$ cat src/rtl/serial_add_sub.sv
// rtl/serial_add_sub.sv - digit-serial adder/subtractor with registered carry
module serial_add_sub #(
  parameter int WIDTH = 8,
  parameter int DIGIT = 1
) (
  input  logic             clk,
  input  logic             rst,
  input  logic             in_valid,
  output logic             in_ready,
  input  logic [WIDTH-1:0] a,
  input  logic [WIDTH-1:0] b,
  input  logic             cin,
  input  logic             sub,
  output logic             out_valid,
  input  logic             out_ready,
  output logic [WIDTH-1:0] s,
  output logic             cout,
  output logic             ovf
);

  localparam int N  = WIDTH / DIGIT;
  localparam int CW = (N > 1) ? $clog2(N) : 1;

  generate
    if (WIDTH < 2 || DIGIT < 1 || (WIDTH % DIGIT) != 0) begin : g_bad_param
      $error("serial_add_sub: WIDTH must be >= 2 and a multiple of DIGIT");
    end
  endgenerate

  typedef enum logic [1:0] {
    IDLE = 2'd0,
    RUN  = 2'd1,
    HOLD = 2'd2
  } state_t;

  state_t state;
  state_t state_next;

  logic [WIDTH-1:0] a_reg;
  logic [WIDTH-1:0] b_reg;
  logic [WIDTH-1:0] res_reg;
  logic [WIDTH-1:0] res_next;
  logic             carry_reg;
  logic [CW-1:0]    cnt;
  logic             last_digit;
  logic [DIGIT-1:0] a_dig;
  logic [DIGIT-1:0] b_dig;
  logic [DIGIT-1:0] sum_dig;
  logic [DIGIT:0]   chain;

  // One full-adder cell: returns {carry_out, sum}.
  function automatic logic [1:0] full_add(input logic x, input logic y, input logic ci);
    return {(x & y) | (ci & (x ^ y)), x ^ y ^ ci};
  endfunction

  assign last_digit = (cnt == CW'(N - 1));

  // Ripple the current digit through DIGIT full-adder cells and merge it into the result slot.
  always_comb begin
    a_dig    = a_reg[cnt*DIGIT +: DIGIT];
    b_dig    = b_reg[cnt*DIGIT +: DIGIT];
    sum_dig  = '0;
    chain    = '0;
    chain[0] = carry_reg;
    for (int i = 0; i < DIGIT; i++) begin
      {chain[i+1], sum_dig[i]} = full_add(a_dig[i], b_dig[i], chain[i]);
    end
    res_next = res_reg;
    res_next[cnt*DIGIT +: DIGIT] = sum_dig;
  end

  // State register.
  always_ff @(posedge clk) begin
    if (rst) begin
      state <= IDLE;
    end else begin
      state <= state_next;
    end
  end

  // Next-state and handshake outputs.
  always_comb begin
    state_next = state;
    in_ready   = 1'b0;
    out_valid  = 1'b0;
    case (state)
      IDLE: begin
        in_ready = 1'b1;
        if (in_valid) state_next = RUN;
      end
      RUN: begin
        if (last_digit) state_next = HOLD;
      end
      HOLD: begin
        out_valid = 1'b1;
        if (out_ready) state_next = IDLE;
      end
      default: state_next = IDLE;
    endcase
  end

  // Operand capture, digit-by-digit accumulation and result publication on the last digit.
  always_ff @(posedge clk) begin
    if (rst) begin
      a_reg     <= '0;
      b_reg     <= '0;
      res_reg   <= '0;
      carry_reg <= 1'b0;
      cnt       <= '0;
      s         <= '0;
      cout      <= 1'b0;
      ovf       <= 1'b0;
    end else begin
      case (state)
        IDLE: begin
          if (in_valid) begin
            a_reg     <= a;
            b_reg     <= sub ? ~b : b;
            carry_reg <= cin ^ sub;
            cnt       <= '0;
          end
        end
        RUN: begin
          res_reg   <= res_next;
          carry_reg <= chain[DIGIT];
          if (last_digit) begin
            cnt  <= '0;
            s    <= res_next;
            cout <= chain[DIGIT];
            ovf  <= chain[DIGIT-1] ^ chain[DIGIT];
          end else begin
            cnt <= cnt + CW'(1);
          end
        end
        default: begin
        end
      endcase
    end
  end

endmodule

$ cat config.mk
export PLATFORM = sky130hd
export DESIGN_NAME = serial_add_sub
export DESIGN_NICKNAME = d
export VERILOG_FILES = /design/src/rtl/serial_add_sub.sv
export SDC_FILE = /design/constraint.sdc
export NUM_CORES = 1
export LEC_CHECK = 0
export ABC_AREA = 1
export ABC_CLOCK_PERIOD_IN_PS = 5600
export BUFFER_PORTS_ARGS = -buffer_cell sky130_fd_sc_hd__buf_2
export CORE_MARGIN = 3
export CORE_UTILIZATION = 45
export DETAILED_ROUTE_END_ITERATION = 10
export PLACE_DENSITY = 0.63
export SLEW_MARGIN = 20
export SYNTH_ARGS = -nofsm -noshare
export SYNTH_HDL_FRONTEND = slang
export SYNTH_SLANG_ARGS = --single-unit
$ cat constraint.sdc
create_clock -name clk -period 5.6 [get_ports clk]
set_clock_uncertainty 0.2 [all_clocks]
set_input_delay 0.84 -clock clk [delete_from_list [all_inputs] [get_ports clk]]
set_output_delay 0.84 -clock clk [all_outputs]
set_load 0.02 [all_outputs]
==> results.py, run 1 <==
metrics = {
    "placed_design": {
        "io_buffers": 33,
        "gp_congestion": 0.800,
        "post_dp_cell_area_um2": 2180,
        "hpwl_mm": 2.85,
        "post-place-ws_ps": 3030,
        "dp.cells": 349,
    },
    "clocking": {
        "cts_max_path_buffers": 2,
        "cts_sinks": 40,
        "clock_latency_ps": 290,
        "cts-resized-gates": 0,
        "path_clk_slew_ps": 70,
        "cts_setup_buffers": 0,
        "cts-buffers-inserted": 5,
        "root_buffer": "clkbuf_8",
        "hold_buffers": 0,
        "h-tree-depth": 2,
        "cts_tree": "yes",
    },
    "floorplan": {
        "dieArea_um2": 5340,
        "die_y_um": 73.1,
        "start_util_pct": 48.5,
        "fp.dieW_um": 73.1,
        "design.core.area_um2": 4170,
        "rows": 23,
        "io_pins": 34,
    },
    "power_and_ir_drop": {
        "pwr-share-seq_pct": 50.5,
        "p_per_area_nw_per_um2": 274,
        "combPwrFrac_pct": 17.0,
        "power.total_uw": 623,
        "leakage_nw": 1.06,
        "peakVddDrop_mv": 0.204,
        "p_clk_share_pct": 32.5,
        "switchingPower_uw": 170,
        "p_int_uw": 453,
        "switching_share_pct": 27.3,
    },
    "timing": {
        "min_period_ps": 2610,
        "finalSetupViolCount": 0,
        "hold_slack_ps": 252,
        "drv_slew": 0,
        "final_hold_viol_count": 0,
        "relSlewSlack_pct": 61.8,
        "clock.fmax_mhz": 384,
        "setup_slack_ps": 2990,
        "period_share_pct": 46.5,
        "rsz0062_at_grt": "no",
        "tns_ps": 0,
        "worst_pin_slew_ps": 572,
    },
    "logic_synthesis": {
        "synth_cell_type_count": 27,
        "syn_avg_cell_area_um2": 7.26,
        "netlist_instances": 279,
        "yosysWarnings": 0,
        "async_flop_share_pct": 0,
        "syn_nets": 309,
        "synth.yosys.seq_area_share_pct": 39.5,
        "synth_top_area_cell": "dfxtp_1",
        "yosys-top-cells-area": "dfxtp_1 (40%), nand2_1 (8.7%), o21ai_0 (7.9%)",
        "synth_area_um2": 2030,
        "synth_edf_count": 0,
        "synthFlopType": "dfxtp_1",
        "synth_top_area_share_pct": 39.5,
        "synth-seq-cells": 40,
    },
    "run": {
        "cap_violations": 0,
    },
    "setup_path": {
        "critical_path_class": "reg2reg",
        "cp.arrival_ps": 2630,
        "cp_cell_sequence": "inv_2, o21ai_0, o211ai_1, nand2_1, fa_1, nor2_1, nand2_1, nand3_1, nand2_1, a21oi_1",
        "worst-path-buf-inv": 1,
        "critPathSlowestCell": "dfxtp_1",
        "crit_path_end_kind": "flip-flop",
        "crit_family": "flip-flops",
        "cpMostUsedCell": "nand2_1",
        "critPathRequiredTime_ps": 5620,
        "start_kind": "flip-flop",
        "critical_path.max_stage_delay_ps": 690,
        "path_max_fanout": 18,
    },
    "global_routing": {
        "overflow": 0,
        "grt_max_degree": 33,
        "antenna_found_initial": 0,
        "grt_pass1_vias": 1541,
        "grt_pass1_wl_mm": 6.89,
        "grt_use_total_pct": 16.5,
    },
    "layout": {
        "final_core_util_pct": 54.5,
        "design_area_um2": 2270,
        "multi_input_area_um2": 1030,
        "final-seq-area_um2": 801,
        "n_antenna_cell": 0,
        "fillCellCount": 443,
        "instances_no_fill": 356,
        "areaGrowthSynthToFinish_pct": 12.3,
        "nets": 336,
        "drive_gt1_share_pct": 17.3,
    },
    "detailed_routing": {
        "dr.pass1.iters": 4,
        "drt_wl_total_mm": 3.93,
        "viasPerCell": 4.85,
        "drc": 0,
        "wire_per_inst_um": 11.1,
        "ant_nets": 0,
        "route.vias.total": 1725,
        "drtIter0Drc": 74,
    },
    "hold_path": {
        "hold_class": "reg2reg",
    },
    "run_status": {
        "run_status": "finished clean",
    },
}
cells by family after synthesis:
family	Yosys count	share of synthesized area, %
xor+xnor	10	4.32
compound gates	74	19.9
buf+inv	44	9.70
flops	40	39.5
fa+ha+maj	8	5.31
simple gates	103	21.2
Yosys cell counts (3+ instances only):
master	count
o21ai_1	5
inv_1	24
buf_4	3
xnor2_1	4
a21oi_1	26
inv_2	5
ha_1	7
o211ai_1	5
clkbuf_1	3
nor2_1	41
xor2_1	6
nand2_1	47
buf_2	6
o21ai_0	32
a211oi_1	3
nand3_1	9
dfxtp_1	40
layer usage:
layer | vias up | share of wire (%) | global-route usage, %
li1 | 951 | - | -
met2 | 35 | 39 | 22.2
met5 | - | 0 | 0
met3 | 8 | 4.7 | 4.27
met4 | 0 | 2.1 | 7.99
met1 | 731 | 54 | 24.1
layout make-up:
class / instances / share of cell area (%)
Multi-Input combinational cell: 195 / 45.2
Clock buffer: 7 / 4.24
Timing Repair Buffer: 33 / 7.26
Inverter: 31 / 5.34
Sequential cell: 40 / 35.2
Tap cell: 50 / 2.75
worst reg2reg max path, delay by kind of cell, from the launching register on:
family          cells  cell delay (ps)
compound gates      3              430
simple gates        5              540
flops               1              690
fa+ha+maj           1              450
buf+inv             1              220
path summary, 6_finish.rpt:
check / start / endpoint / slack [ps] / cells after the start
hold reg to reg: b_reg[7] / b_reg[7] / 250 / 2
hold / removal: b_reg[7] / b_reg[7] / 250 / 2
setup / recovery: cnt[0] / s[1] / 2990 / 10
setup reg to reg: cnt[0] / s[1] / 2990 / 10
placed cells by master, fill, tap and decap left out, types with 2 or more instances in the layout:
cell      netlist  routed
xor2_1          6       6
buf_2           6      33
dfxtp_1        40      40
ha_1            7       7
xnor2_1         4       4
inv_4           2       2
o211ai_1        5       5
nand3_1         9       9
clkbuf_8        0       7
nand2_1        47      47
inv_2           5       5
a211oi_1        3       3
nand2_2         2       2
o21ai_0        32      32
o21ai_1         5       5
inv_1          24      24
nor2_1         41      41
o21a_1          2       2
a21oi_1        26      26
power groups by stage:
| stage | logic (mW) | registers [mW] | clock network (mW) |
|---|---|---|---|
| finish | 0.106 | 0.314 | 0.202 |
| global route | 0.125 | 0.317 | 0.220 |
| CTS | 0.107 | 0.314 | 0.211 |
| detailed placement | 0.107 | 0.321 | 0 |
| global placement | 0.106 | 0.321 | 0 |
| floorplan | 0.0886 | 0.316 | 0 |
(Power assumes the default switching activity.)
==> inputs of run 2 (changes only) <==
--- a/config.mk
+++ b/config.mk
@@ -5,8 +5,8 @@
 export SDC_FILE = /design/constraint.sdc
 export NUM_CORES = 1
 export LEC_CHECK = 0
-export ABC_AREA = 1
-export ABC_CLOCK_PERIOD_IN_PS = 5600
+export ABC_AREA = 0
+export ABC_CLOCK_PERIOD_IN_PS = 2500
 export BUFFER_PORTS_ARGS = -buffer_cell sky130_fd_sc_hd__buf_2
 export CORE_MARGIN = 3
 export CORE_UTILIZATION = 45
==> constraint.sdc (replaced) <==
create_clock -name clk -period 2.5 [get_ports clk]
set_clock_uncertainty 0.2 [all_clocks]
set_input_delay 0.375 -clock clk [delete_from_list [all_inputs] [get_ports clk]]
set_output_delay 0.375 -clock clk [all_outputs]
set_load 0.02 [all_outputs]
==> run 2 against run 1 <==
  * Global-route usage rose by 0.79 points
  * First-iteration DRC count fell by 24%
  * Non-clock buffer count rose by 17
  * Critical path depth fell by 4
  * Combinational power rose by 120%
  * Area after synthesis rose by 5.6%
  * The run now ends with setup timing left
  * Wire length rose by 12%
  * Flip-flop and latch count did not move
==> results.py, run 2 <==
metrics = {
    "power_and_ir_drop": {
        "power.total_mw": 1.37,
        "p_per_area_nw_per_um2": 539,
        "peakVddDrop_mv": 0.267,
        "leakage_nw": 0.990,
    },
    "run": {
        "cap_violations": 0,
    },
    "placed_design": {
        "io_buffers": 33,
        "hpwl_mm": 3.13,
        "post_dp_cell_area_um2": 2400,
        "dp.cells": 318,
        "gp_congestion": 0.778,
    },
    "layout": {
        "n_antenna_cell": 0,
        "nets": 305,
        "mostFrequentLayoutCells": "dfxtp_1 (39), buf_2 (33), nor2_1 (23)",
        "multi_input_area_um2": 1250,
        "layout_commonest_cell": "dfxtp_1",
        "areaGrowthSynthToFinish_pct": 18.5,
        "fillCellCount": 419,
        "instances_no_fill": 328,
        "final-seq-area_um2": 805,
        "design_area_um2": 2540,
        "drive_gt1_share_pct": 27.9,
    },
    "logic_synthesis": {
        "netlist_instances": 236,
        "synth-seq-cells": 40,
        "synth.yosys.seq_area_share_pct": 37.4,
        "synth_top_area_share_pct": 37.4,
        "synth_area_um2": 2140,
        "synth_edf_count": 0,
        "netlist_top_cells_count": "dfxtp_1 (40), nor2_1 (23), nand2_1 (22), a21oi_1 (12)",
        "synthFlopType": "dfxtp_1",
        "async_flop_share_pct": 0,
        "synth_top_area_cell": "dfxtp_1",
        "syn_nets": 266,
        "syn_avg_cell_area_um2": 9.07,
        "yosysWarnings": 0,
        "yosys-top-cells-area": "dfxtp_1 (37%), mux4_2 (4.2%), ha_1 (4.1%)",
        "yosysMostFrequentCell": "dfxtp_1",
        "synth_cell_type_count": 45,
    },
    "global_routing": {
        "grt_pass1_vias": 1688,
        "grt_pass1_wl_mm": 7.49,
        "grt_use_total_pct": 17.3,
        "antenna_found_initial": 0,
        "grt_max_degree": 38,
        "overflow": 0,
    },
    "setup_path": {
        "critical_path.max_stage_delay_ps": 510,
        "crit_family": "multiplexers",
        "critPathSlowestCell": "mux4_2",
        "critical_path_class": "reg2reg",
        "start_kind": "flip-flop",
        "crit_path_end_kind": "flip-flop",
        "cp_cell_sequence": "mux4_2, mux2i_2, fa_2, nor4b_4, or3b_1, a311oi_2",
        "cp.arrival_ps": 2760,
        "path_max_fanout": 6,
        "worst-path-buf-inv": 0,
        "critPathRequiredTime_ps": 2500,
    },
    "timing": {
        "worst_pin_slew_ps": 651,
        "min_period_ps": 2770,
        "drv_slew": 0,
        "setup_slack_ps": -265,
        "tns_ps": -1970,
        "final_hold_viol_count": 0,
        "finalSetupViolCount": 12,
        "clock.fmax_mhz": 362,
        "relSlewSlack_pct": 56.6,
        "rsz0062_at_grt": "yes",
        "period_share_pct": 111,
    },
    "detailed_routing": {
        "viasPerCell": 5.23,
        "drt_wl_total_mm": 4.40,
        "ant_nets": 0,
        "dr.pass1.iters": 4,
        "route.vias.total": 1716,
        "drtIter0Drc": 56,
        "wire_per_inst_um": 13.4,
        "drc": 0,
    },
    "clocking": {
        "cts_max_path_buffers": 2,
        "clock_latency_ps": 290,
        "cts_sinks": 40,
        "cts_tree": "yes",
        "cts-buffers-inserted": 5,
        "path_clk_slew_ps": 80,
        "h-tree-depth": 2,
        "root_buffer": "clkbuf_8",
    },
    "floorplan": {
        "die_y_um": 75.0,
        "io_pins": 34,
        "dieArea_um2": 5620,
        "fp.dieW_um": 75.0,
        "rows": 24,
        "start_util_pct": 47.8,
        "design.core.area_um2": 4470,
    },
    "run_status": {
        "violations": "setup timing",
        "run_status": "complete, but fails checks",
    },
    "hold_path": {
        "hold_class": "in2reg",
    },
}
[run 2: cell types whose count changed after synthesis, moves of 11 or more]
| cell | before | now |
|---|---|---|
| a21oi_1 | 26 | 12 |
| o21ai_0 | 32 | 6 |
| nand2_1 | 47 | 22 |
| nand2b_1 | 0 | 11 |
| nor2_1 | 41 | 23 |
| inv_1 | 24 | 6 |
[run 2: what timing repair did]
action / CTS / global route
setup buffers: 2 / 1
setup endpoints to repair: 12 / 16
resized for setup: 2 / 3
hold endpoints to repair: 0 / 0
pin swaps: 6 / 6
hold buffers: 0 / 0
[run 2: metrics by stage]
stage                     utilization (%)  hold WS (ps)  worst slack, ps
after floorplan                         -           233             -450
after global placement               53.6           239             -267
after detailed placement             53.6           244             -309
after CTS                            56.1           104             -275
after global routing                 56.7           109             -411
final                                56.7           118             -265
[run 2: worst min-delay path, delay by kind of cell]
kind | cells | cell delay, ps
buffers and inverters | 1 | 90
and+or+nand+nor | 1 | 40
AOI/OAI and AO/OA | 1 | 50
[run 2: cells by family after synthesis]
kind of cell               after synthesis  synth area share [%]
AOI/OAI and AO/OA                       41                  13.2
xor gates and xnor gates                10                  4.09
adders and majority gates                8                  5.03
buffers and inverters                   24                  5.26
DFF                                     40                  37.4
muxes                                   14                  9.06
and+or+nand+nor                         99                  25.9
[run 2: cell type report]
class                           instances  share of cell area [%]
Clock buffer                            7                    3.40
Clock inverter                          1                   0.296
Inverter                                6                   0.888
Multi-Input combinational cell        172                    49.4
Sequential cell                        40                    31.7
Tap cell                               52                    2.57
Timing Repair Buffer                   50                    11.7
[run 2: final timing paths]
| check | startpoint | end | slack (ps) | cells past startpoint |
|---|---|---|---|---|
| worst max-delay path | cnt[0] | s[6] | -270 | 6 |
| worst min-delay path | a[3] | a_reg[3] | 120 | 3 |
| worst max register to register | cnt[0] | s[6] | -270 | 6 |
| worst min register to register | ovf | ovf | 250 | 2 |
[run 2: report_power, final]
| group | internal (mW) | switching, mW |
|---|---|---|
| Sequential | 0.662 | 0.0190 |
| Combinational | 0.115 | 0.121 |
| Clock | 0.224 | 0.225 |
[run 2: per-layer routing]
layer,part of all wire [%],GRT usage (%)
met5,0,0
met4,0.57,5.34
met3,3.4,4.14
met2,50,28.3
met1,46,22.6
==> inputs of run 3 (changes only) <==
--- a/config.mk
+++ b/config.mk
@@ -5,11 +5,12 @@
 export SDC_FILE = /design/constraint.sdc
 export NUM_CORES = 1
 export LEC_CHECK = 0
-export ABC_AREA = 0
+export ABC_AREA = 1
 export ABC_CLOCK_PERIOD_IN_PS = 2500
 export BUFFER_PORTS_ARGS = -buffer_cell sky130_fd_sc_hd__buf_2
 export CORE_MARGIN = 3
 export CORE_UTILIZATION = 45
+export CTS_CLUSTER_DIAMETER = 60
 export DETAILED_ROUTE_END_ITERATION = 10
 export PLACE_DENSITY = 0.63
 export SLEW_MARGIN = 20
==> run 3 against run 2 <==
  * The flow now finishes without violations
  * Largest power group unchanged
  * Core utilization decreased by 1.3 points
  * Power grew 2.6%
  * Cell count grew 10%
  * Flip-flop and latch count is the same
  * Hold slack better by 2.7 ps
  * Critical endpoint is now s[7]
  * Via count is 3.8% higher
  * Clock power about the same
  * Combinational power rose by 8.5%
  * Largest cell class unchanged
  * Fmax up 25%
==> results.py, run 3 (synthesized netlist as in run 1, its figures left out) <==
metrics = {
    "run_status": {
        "run_status": "finished clean",
    },
    "power_and_ir_drop": {
        "pwr-share-seq_pct": 49.9,
        "leakage_nw": 1.08,
        "p_int_uw": 999,
        "switchingPower_uw": 403,
        "combPwrFrac_pct": 18.3,
        "switching_share_pct": 28.7,
        "peakVddDrop_mv": 0.342,
        "p_clk_share_pct": 31.8,
        "p_per_area_nw_per_um2": 607,
        "power.total_mw": 1.40,
    },
    "clocking": {
        "cts-buffers-inserted": 5,
        "h-tree-depth": 2,
        "root_buffer": "clkbuf_8",
        "hold_buffers": 0,
        "cts_max_path_buffers": 2,
        "clock_latency_ps": 290,
        "cts_sinks": 40,
        "cts_tree": "yes",
        "path_clk_slew_ps": 80,
    },
    "placed_design": {
        "dp.cells": 354,
        "hpwl_mm": 2.95,
        "io_buffers": 33,
        "post-place-ws_ps": 283,
        "gp_congestion": 0.793,
        "post_dp_cell_area_um2": 2220,
    },
    "setup_path": {
        "cp_cell_sequence": "buf_4, a21oi_1, o21ai_0, nand3_1, nand2_1, fa_1, nor2_1, nand2_1, nand3_1, nand2_1, a21oi_1",
        "cp.arrival_ps": 2240,
        "critical_path_class": "reg2reg",
        "start_kind": "flip-flop",
        "critPathSlowestCell": "fa_1",
        "crit_path_end_kind": "flip-flop",
        "critical_path.max_stage_delay_ps": 490,
        "cpMostUsedCell": "nand2_1",
        "path_max_fanout": 8,
        "critPathRequiredTime_ps": 2520,
        "r2r_setup_slack_ps": 290,
    },
    "global_routing": {
        "grt_pass1_wl_mm": 7.49,
        "grt_use_total_pct": 17.9,
        "overflow": 0,
        "antenna_found_initial": 0,
        "grt_max_degree": 33,
        "grt_pass1_vias": 1701,
    },
    "run": {
        "cap_violations": 0,
    },
    "timing": {
        "worst_pin_slew_ps": 493,
        "final_hold_viol_count": 0,
        "period_share_pct": 88.5,
        "drv_slew": 0,
        "rsz0062_at_grt": "no",
        "setup_slack_ps": 287,
        "tns_ps": 0,
        "relSlewSlack_pct": 66.8,
        "finalSetupViolCount": 0,
        "clock.fmax_mhz": 452,
        "hold_slack_ps": 120,
        "min_period_ps": 2210,
    },
    "layout": {
        "drive_gt1_share_pct": 18.9,
        "final-seq-area_um2": 802,
        "final_core_util_pct": 55.4,
        "areaGrowthSynthToFinish_pct": 14.1,
        "design_area_um2": 2310,
        "nets": 341,
        "fillCellCount": 407,
        "multi_input_area_um2": 1030,
        "layout_commonest_cell": "nand2_1",
        "instances_no_fill": 362,
        "n_antenna_cell": 0,
        "mostFrequentLayoutCells": "nand2_1 (47), nor2_1 (41), dfxtp_1 (39)",
    },
    "floorplan": {
        "die_y_um": 73.1,
        "dieArea_um2": 5340,
        "io_pins": 34,
        "rows": 23,
        "fp.dieW_um": 73.1,
        "design.core.area_um2": 4170,
        "start_util_pct": 48.5,
    },
    "detailed_routing": {
        "wire_per_inst_um": 11.5,
        "viasPerCell": 4.92,
        "drtIter0Drc": 101,
        "route.vias.total": 1781,
        "drt_wl_total_mm": 4.16,
        "ant_nets": 0,
        "drc": 0,
        "dr.pass1.iters": 4,
    },
    "hold_path": {
        "hold_class": "in2reg",
    },
}
==> run 3: final timing paths <==
path                 start        to  cells past startpoint
setup / recovery    cnt[1]      s[7]                     11
hold / removal        a[2]  a_reg[2]                      3
setup reg to reg    cnt[1]      s[7]                     11
hold reg to reg   b_reg[1]  b_reg[1]                      2
==> run 3: cell type report <==
| type | count | share of cell area, % |
|---|---|---|
| timing repair buffer | 38 | 8.77 |
| multi-input combinational | 195 | 44.5 |
| clock buffer | 7 | 3.74 |
| sequential | 40 | 34.7 |
| tap | 50 | 2.71 |
| clock inverter | 1 | 0.325 |
| inverter | 31 | 5.25 |
==> run 3: power by group through the flow <==
stage | sequential [mW] | combinational (mW) | clock [mW]
final | 0.699 | 0.256 | 0.447
after global routing | 0.705 | 0.299 | 0.487
after CTS | 0.699 | 0.258 | 0.463
after detailed placement | 0.713 | 0.256 | 0
after global placement | 0.713 | 0.249 | 0
after floorplan | 0.707 | 0.199 | 0
==> run 3: routing by layer <==
layer	up-vias	GRT usage, %	part of all wire (%)
li1	962	-	-
met1	778	23.9	52
met2	34	27.8	43
met3	7	4.27	3.7
met4	0	6.76	1.6
met5	-	0	0
==> run 3: critical path, delay by kind of cell, from the launching register on <==
kind                     cells  cell delay, ps
adder cells (fa/ha/maj)      1             490
AND/OR/NAND/NOR              6             560
flip-flops                   1             360
AO/OA/AOI/OAI                3             340
buffers and inverters        1             190
==> run 3: timing repair <==
| action | in CTS | in global routing |
|---|---|---|
| setup endpoints to repair | 0 | 7 |
| buffers inserted | 0 | 0 |
| resized for setup | 0 | 1 |
| endpoints found under the hold margin | 0 | 0 |
